===== src/rtl/tx_serial_param.sv =====
// Parametrised asynchronous serial transmitter.
// Frame: start bit (0), DATA_BITS data bits LSB first, optional even/odd
// parity bit, STOP_BITS stop bits (1). Each bit lasts CLK_DIV clock cycles.
// The whole frame is loaded into a shift register when the start is accepted,
// so later changes on dados cannot disturb a frame already on the line.
module tx_serial_param #(
   parameter int CLK_DIV   = 434,
   parameter int DATA_BITS = 7,
   parameter int PARITY    = 1,
   parameter int STOP_BITS = 1
) (
   input  logic                 clock,
   input  logic                 reset,
   input  logic                 partida,
   input  logic [DATA_BITS-1:0] dados,
   output logic                 saida_serial,
   output logic                 pronto,
   output logic                 ocupado,
   output logic [3:0]           db_estado
);

   localparam int PAR_BITS = (PARITY != 0) ? 1 : 0;
   localparam int N        = 1 + DATA_BITS + PAR_BITS + STOP_BITS;
   localparam int BAUD_W   = $clog2(CLK_DIV);
   localparam int BIT_W    = $clog2(N + 1);

   localparam logic [BAUD_W-1:0] BAUD_LAST = BAUD_W'(CLK_DIV - 1);
   localparam logic [BIT_W-1:0]  BIT_LAST  = BIT_W'(N - 1);

   typedef enum logic [3:0] {
      IDLE = 4'h0,
      SEND = 4'h2,
      DONE = 4'hF
   } state_t;

   state_t            state;
   state_t            next_state;
   logic [BAUD_W-1:0] baud_cnt;
   logic [BIT_W-1:0]  bit_cnt;
   logic [N-1:0]      shift_reg;
   logic              tick;
   logic              last_bit;

   // Parity over the captured character; odd parity is the inverted XOR.
   function automatic logic parity_bit(input logic [DATA_BITS-1:0] d);
      logic p;
      p = ^d;
      if (PARITY == 2) p = ~p;
      return p;
   endfunction

   // Assemble the complete frame with the start bit in the LSB so that
   // shifting right presents the bits in transmission order. Positions not
   // written here (stop bits) stay at 1.
   function automatic logic [N-1:0] build_frame(input logic [DATA_BITS-1:0] d);
      logic [N-1:0] f;
      f              = '1;
      f[0]           = 1'b0;
      f[DATA_BITS:1] = d;
      if (PARITY != 0) f[DATA_BITS+1] = parity_bit(d);
      return f;
   endfunction

   assign tick     = (baud_cnt == BAUD_LAST);
   assign last_bit = (bit_cnt == BIT_LAST);

   // State register.
   always_ff @(posedge clock or posedge reset) begin
      if (reset) state <= IDLE;
      else       state <= next_state;
   end

   // Next-state decode; unknown codes fall back to IDLE.
   always_comb begin
      next_state = state;
      case (state)
         IDLE:    if (partida) next_state = SEND;
         SEND:    if (tick && last_bit) next_state = DONE;
         DONE:    next_state = IDLE;
         default: next_state = IDLE;
      endcase
   end

   // Baud counter, bit counter and frame shift register.
   always_ff @(posedge clock or posedge reset) begin
      if (reset) begin
         baud_cnt  <= '0;
         bit_cnt   <= '0;
         shift_reg <= '1;
      end else begin
         case (state)
            IDLE: begin
               if (partida) begin
                  shift_reg <= build_frame(dados);
                  baud_cnt  <= '0;
                  bit_cnt   <= '0;
               end
            end
            SEND: begin
               if (tick) begin
                  baud_cnt  <= '0;
                  bit_cnt   <= bit_cnt + 1'b1;
                  shift_reg <= {1'b1, shift_reg[N-1:1]};
               end else begin
                  baud_cnt <= baud_cnt + 1'b1;
               end
            end
            default: ;
         endcase
      end
   end

   // Outputs decode only registered state, never partida or dados directly.
   assign saida_serial = (state == SEND) ? shift_reg[0] : 1'b1;
   assign ocupado      = (state == SEND);
   assign pronto       = (state == DONE);
   assign db_estado    = state;

endmodule

===== config.mk =====
export PLATFORM = sky130hd
export DESIGN_NAME = tx_serial_param
export DESIGN_NICKNAME = d
export VERILOG_FILES = /design/src/rtl/tx_serial_param.sv
export SDC_FILE = /design/constraint.sdc
export NUM_CORES = 1
export LEC_CHECK = 0
export CAP_MARGIN = 10
export CORE_MARGIN = 5
export CORE_UTILIZATION = 54
export CTS_BUF_LIST = sky130_fd_sc_hd__clkbuf_2 sky130_fd_sc_hd__clkbuf_4 sky130_fd_sc_hd__clkbuf_8
export CTS_CLUSTER_DIAMETER = 40
export CTS_CLUSTER_SIZE = 25
export DETAILED_ROUTE_END_ITERATION = 8
export PLACE_DENSITY = 0.78
export SYNTH_ARGS = -nofsm -noshare
export SYNTH_HDL_FRONTEND = slang
export SYNTH_SLANG_ARGS = --single-unit

===== constraint.sdc =====
create_clock -name clock -period 1.75 [get_ports clock]
set_input_delay 0.35 -clock clock [delete_from_list [all_inputs] [get_ports clock]]
set_output_delay 0.35 -clock clock [all_outputs]
set_load 0.03 [all_outputs]

# Yosys cells after proc, flatten, opt, wreduce, memory -nomap -nowiden

Cells that the tools add are included.

Muxes and demuxes: 13
Bitwise logic cells: 0
Equality and inequality tests: 7
Magnitude comparators: 0
Add/subtract/negate cells: 2
Shift operators: 0
Reduce and logical (&&, ||, !) cells: 7
$mul: 0
Div/mod/pow operators: 0

Operators with widths:

| operator              | count |
|---|---|
| $mux W10              | 2 |
| $pmux W10 S2          | 1 |
| $mux W9               | 2 |
| $pmux W9 S2           | 1 |
| $mux W4               | 4 |
| $pmux W4 S2           | 2 |
| $add A9 B1 Y9 const B | 1 |
| $eq A9 B9 Y1 const B  | 1 |
| $eq A4 B4 Y1 const B  | 2 |
| $reduce_xor A7 Y1     | 1 |
| $add A4 B1 Y4 const B | 1 |
| $eq A4 B2 Y1 const B  | 1 |
| $logic_not A4 Y1      | 1 |
| $ne A2 B1 Y1 const B  | 2 |
| $reduce_and A2 Y1     | 2 |
| $reduce_and A3 Y1     | 1 |
| $ne A2 B2 Y1 const B  | 1 |
| $reduce_bool A2 Y1    | 1 |
| $logic_and A1 B1 Y1   | 1 |
| $mux W1               | 1 |

Bits of input ports: 10
Memories: 0
Output and inout bits: 7
Logic and storage cells: 33
Bits in latches: 0
Bits in registers: 27
ROM bits: 0
Memory bits (writable): 0

# Depth between registers and ports, before layout

Word-level depth: 4
Depth in mapped cells: 8
Depth with buffers taken out: 6

# Worst setup path after synthesis

OpenSTA, ideal clock, no wires.

Kind: flip-flop to output port
Start: reg state[1], in the netlist db_estado[1]
End: out saida_serial
Cell stages (with the launch flop): 4
Path slack: 0.025 ns
Buffers on the path: 1
Arrival: 1.375 ns
Path through: dfrtp_1 nor2b_1 buf_2 nand2_1

Longest elaborated chain between the ends: 2

RTL lines:

| what                   | RTL line | RTL |
|---|---|---|
| from (decl)            | 36       | `state_t state;` |
| from (signal assigned) | 70       | `else state <= next_state;` |
| $eq A4 B2 Y1           | n/a      |  |
| net ocupado            | 18       | `output logic ocupado,` |
| $mux W1                | 114      | `assign saida_serial = (state == SEND) ? shift_reg[0] : 1'b1;` |
| to (decl)              | 16       | `output logic saida_serial,` |

The timed path passes the listed nets, and every way through them passes these cells.

# Final worst setup path

Start: reg state[2], in the netlist db_estado[2]
End: out ocupado

Longest elaborated chain between the ends: 1

RTL lines:

| what         | RTL line | RTL |
|---|---|---|
| $eq A4 B2 Y1 | 115      | `assign ocupado = (state == SEND);` |
| to (decl)    | 18       |  |

Every way passes these cells.

==> metrics list <==
- Outcome: complete, no violations
* Final setup vio count: 0
- Detailed routing inserted a total of around 1,000 vias.
- Req. time, crit path: approximately 1.4 ns
- For this run, the number of Yosys warnings is 0.
- For this block, wires on met1 add up to roughly 1100 um.
- Dividing total power by cell area gives a power density of 1040 mW/mm^2.
- TritonCTS built the clock tree.
* Die Footprint: ~0.0035 mm^2
* Port-buffer cells: 16
- CORE AREA: 0.00225 mm^2
* Fill cell count: 181
* Final antenna diode count: 0
* Number of nets in the final layout: approximately 160
- For the pin with the worst max-slew slack, the measured transition is 0.317 ns.
- Clock latency on the worst-skew pair: 0.33 ns
- Counting flops and latches in the post-synthesis netlist gives 24.
* Via count of the first global-routing pass: 1,051
* Clock Sinks: 24
- Worst hold slack: 0.344 ns
- Wire length on met2: between 1000 and 1500 um
* # hold bufs at CTS: 0
- Remaining max-slew budget at the tightest pin: about four fifths
- Pin count of the biggest net entering global routing: 25
- In the synthesized netlist the async set-or-reset flop fraction comes to 100%.
- Maximum clock frequency: 0.589 GHz
- Counting every net in the synthesized netlist gives 140.
- Number of maximum-capacitance constraint violations: 0
- Relative to the synthesized area, the layout overhead comes to 20.5%.
- Clock-pin slew on the worst setup and hold paths: around 0.15 ns
- After layout, the worst path uses between 90% and 100% of the clock period.
- Summed over all cells, the static leakage comes to 0.719 nW.
- The tightest min-delay check is of the input port to async pin type.
- In this run the worst path has a maximum fanout of 10.
* Height of the chip: 58.8 um
- Worst setup SP type: register
- Iter 0 DRT Violations: 39
* Flip-flop cell with the highest count after synthesis: dfrtp_1
- Synthesis produced approximately 130 cells.
- Sum of internal, switching and leakage power: between 1.5 and 2 mW
- DR vias/cell: 5.66
- The worst setup path is captured at an output port.
- The number of antenna violations at the first check in global routing came to 0.
- Detail Route Antenna Nets: 0
* Clk root buf: clkbuf_4
- Data on the critical path arrives at its endpoint at roughly 1.4 ns.
* Fraction of final layout cells with drive strength greater than 1: between 20% and 30%
- Endpoints failing hold: 0
- Tot GR Track Use: 17.6%
* Count of TritonRoute iterations in the first routing pass: 4
* Die width: approximately 59 um
- Final worst clock skew: about 0.008 ns
* Max H-tree Level: 1
* Detailed-route wire length: approximately 2700 um
- Summing every instance area after synthesis gives between 0.001 and 0.0015 mm^2.
- In this run the top signal layer used is met4.
- Summed over all layers, the global routing overflow is 0.
- Number of cells on the worst reg-to-reg path: 7
- The number of max-slew violations in the final report is 0.
- Number of rows in the core area: 17
- Starting utilization of the core area: a little under three fifths
- Shortest clock period the worst path allows after layout: 1.70 ns
* Average wire per cell in the routed design: approximately 15 um
* Routed length on met3: between 100 and 150 um
- Setup repair after global routing left no endpoint under its margin.
- During I/O placement, the number of pins put on the boundary was 17.
* Maximum buffer depth of the clock tree: 2
* Weighted congestion reported at the end of routability-driven placement: roughly 0.96
* Syn Area/Cell: around 10 um^2
- Once detailed placement completed, the half-perimeter wirelength came to 1920 um.
* Wire length of the first global-routing pass: about 4600 um
* Number of remaining DRC errors: 0
* Count of unique library cells instantiated by Yosys: 34
* Kind of critical path: register to output port
- Sequential fraction of the synthesis area: 47.5%
* Number of synthesized flops with an enable pin: 0
* CTS buffer count: 3
- Max IR drop VDD: between 0.0006 and 0.0007 V
## Yosys cell counts, types with 2 or more instances
cell type / number / area, um^2
a21oi_1: 16 / 80.1
a31o_2: 2 / 17.5
and2_1: 2 / 12.5
buf_2: 3 / 15.0
buf_4: 2 / 15.0
buf_6: 2 / 22.5
dfrtp_1: 15 / 375
dfstp_2: 9 / 236
ha_1: 4 / 50.1
inv_1: 7 / 26.3
mux2i_1: 8 / 80.1
nand2_1: 6 / 22.5
nand3_1: 4 / 20.0
nand4_1: 3 / 18.8
nor2_1: 9 / 33.8
nor3_1: 2 / 10.0
nor4_1: 2 / 12.5
o21ai_0: 3 / 15.0
o22ai_1: 3 / 18.8
xnor2_1: 8 / 70.1
xor2_1: 3 / 26.3
## what timing repair did
action                     4_1_cts  5_1_grt
setup endpoints to repair        7        7
pin swaps                        0        1
buffers inserted                 0        1
gates resized for setup          9        2
## power breakdown
part | internal (mW) | leakage, nW | switching, mW
clock | 0.232 | 0.0279 | 0.184
combinational | 0.182 | 0.411 | 0.181
sequential | 0.701 | 0.280 | 0.135
## final timing paths
check                                  start           end  slack, ns
worst max register to register   baud_cnt[1]   baud_cnt[5]       0.22
min in group clock              shift_reg[1]  shift_reg[0]       0.49
worst max-delay path            db_estado[2]       ocupado       0.05
worst min register to register  shift_reg[1]  shift_reg[0]       0.49
max in group asynchronous              reset  shift_reg[0]       1.12
worst min-delay path                   reset   baud_cnt[4]       0.34
## cell usage in the layout (no fill, tap or decap), drive strengths merged, types with 2 or more instances in the layout
cell type,instances
xnor2,8
nor2,9
nand3,4
a21oi,16
dlygate4sd2,4
and2,2
a31o,2
dfstp,9
o22ai,3
clkdlybuf4s50,9
xor2,3
ha,4
nand2,6
o21ai,4
nor4,2
nor3,2
mux2i,8
buf,11
clkbuf,4
nand4,3
inv,8
dfrtp,15
## stage by stage
| step | cells | setup slack (ns) | instance area (um^2) | setup TNS (ns) | util (%) |
|---|---|---|---|---|---|
| after floorplan | 126 | 0.0247 | 1290 | 0 | - |
| after global placement | 172 | 0.0412 | 1500 | 0 | 66.3 |
| after detailed placement | 172 | -0.0537 | 1500 | -0.105 | 66.3 |
| after CTS | 176 | 0.00435 | 1550 | 0 | 68.6 |
| after global routing | 177 | 0.00945 | 1550 | 0 | 68.8 |
| final | 177 | 0.0534 | 1550 | 0 | 68.8 |
## critical path, cell delays in order, from the launching register on
cell,delay (ns)
dfrtp_1,0.46
nor2b_2,0.19
buf_6,0.19
buf_4,0.18
## logic make-up after synthesis
kind of cell	after synthesis	share of synthesized area, %
xor gates and xnor gates	11	7.48
DFF	24	47.5
adders and majority gates	4	3.89
buffers and inverters	15	6.41
muxes	8	6.22
and+or+nand+nor	35	14.2
AOI/OAI and AO/OA	29	14.3
## area by class of cell
| class | count | area, um^2 | area share, % |
|---|---|---|---|
| Sequential cell | 24 | 612 | 39.4 |
| Inverter | 8 | 30.0 | 1.94 |
| Timing Repair Buffer | 26 | 226 | 14.6 |
| Clock inverter | 1 | 30.0 | 1.94 |
| Multi-Input combinational cell | 87 | 596 | 38.4 |
| Clock buffer | 3 | 22.5 | 1.45 |
| Tap cell | 28 | 35.0 | 2.26 |
## metal layers
metal	vias to the layer above	global-route usage, %
met5	-	0
met4	0	9.39
met3	6	2.85
met2	46	30.8
met1	465	20.4
li1	485	-
No activity file was read; power rests on OpenSTA's default activity.
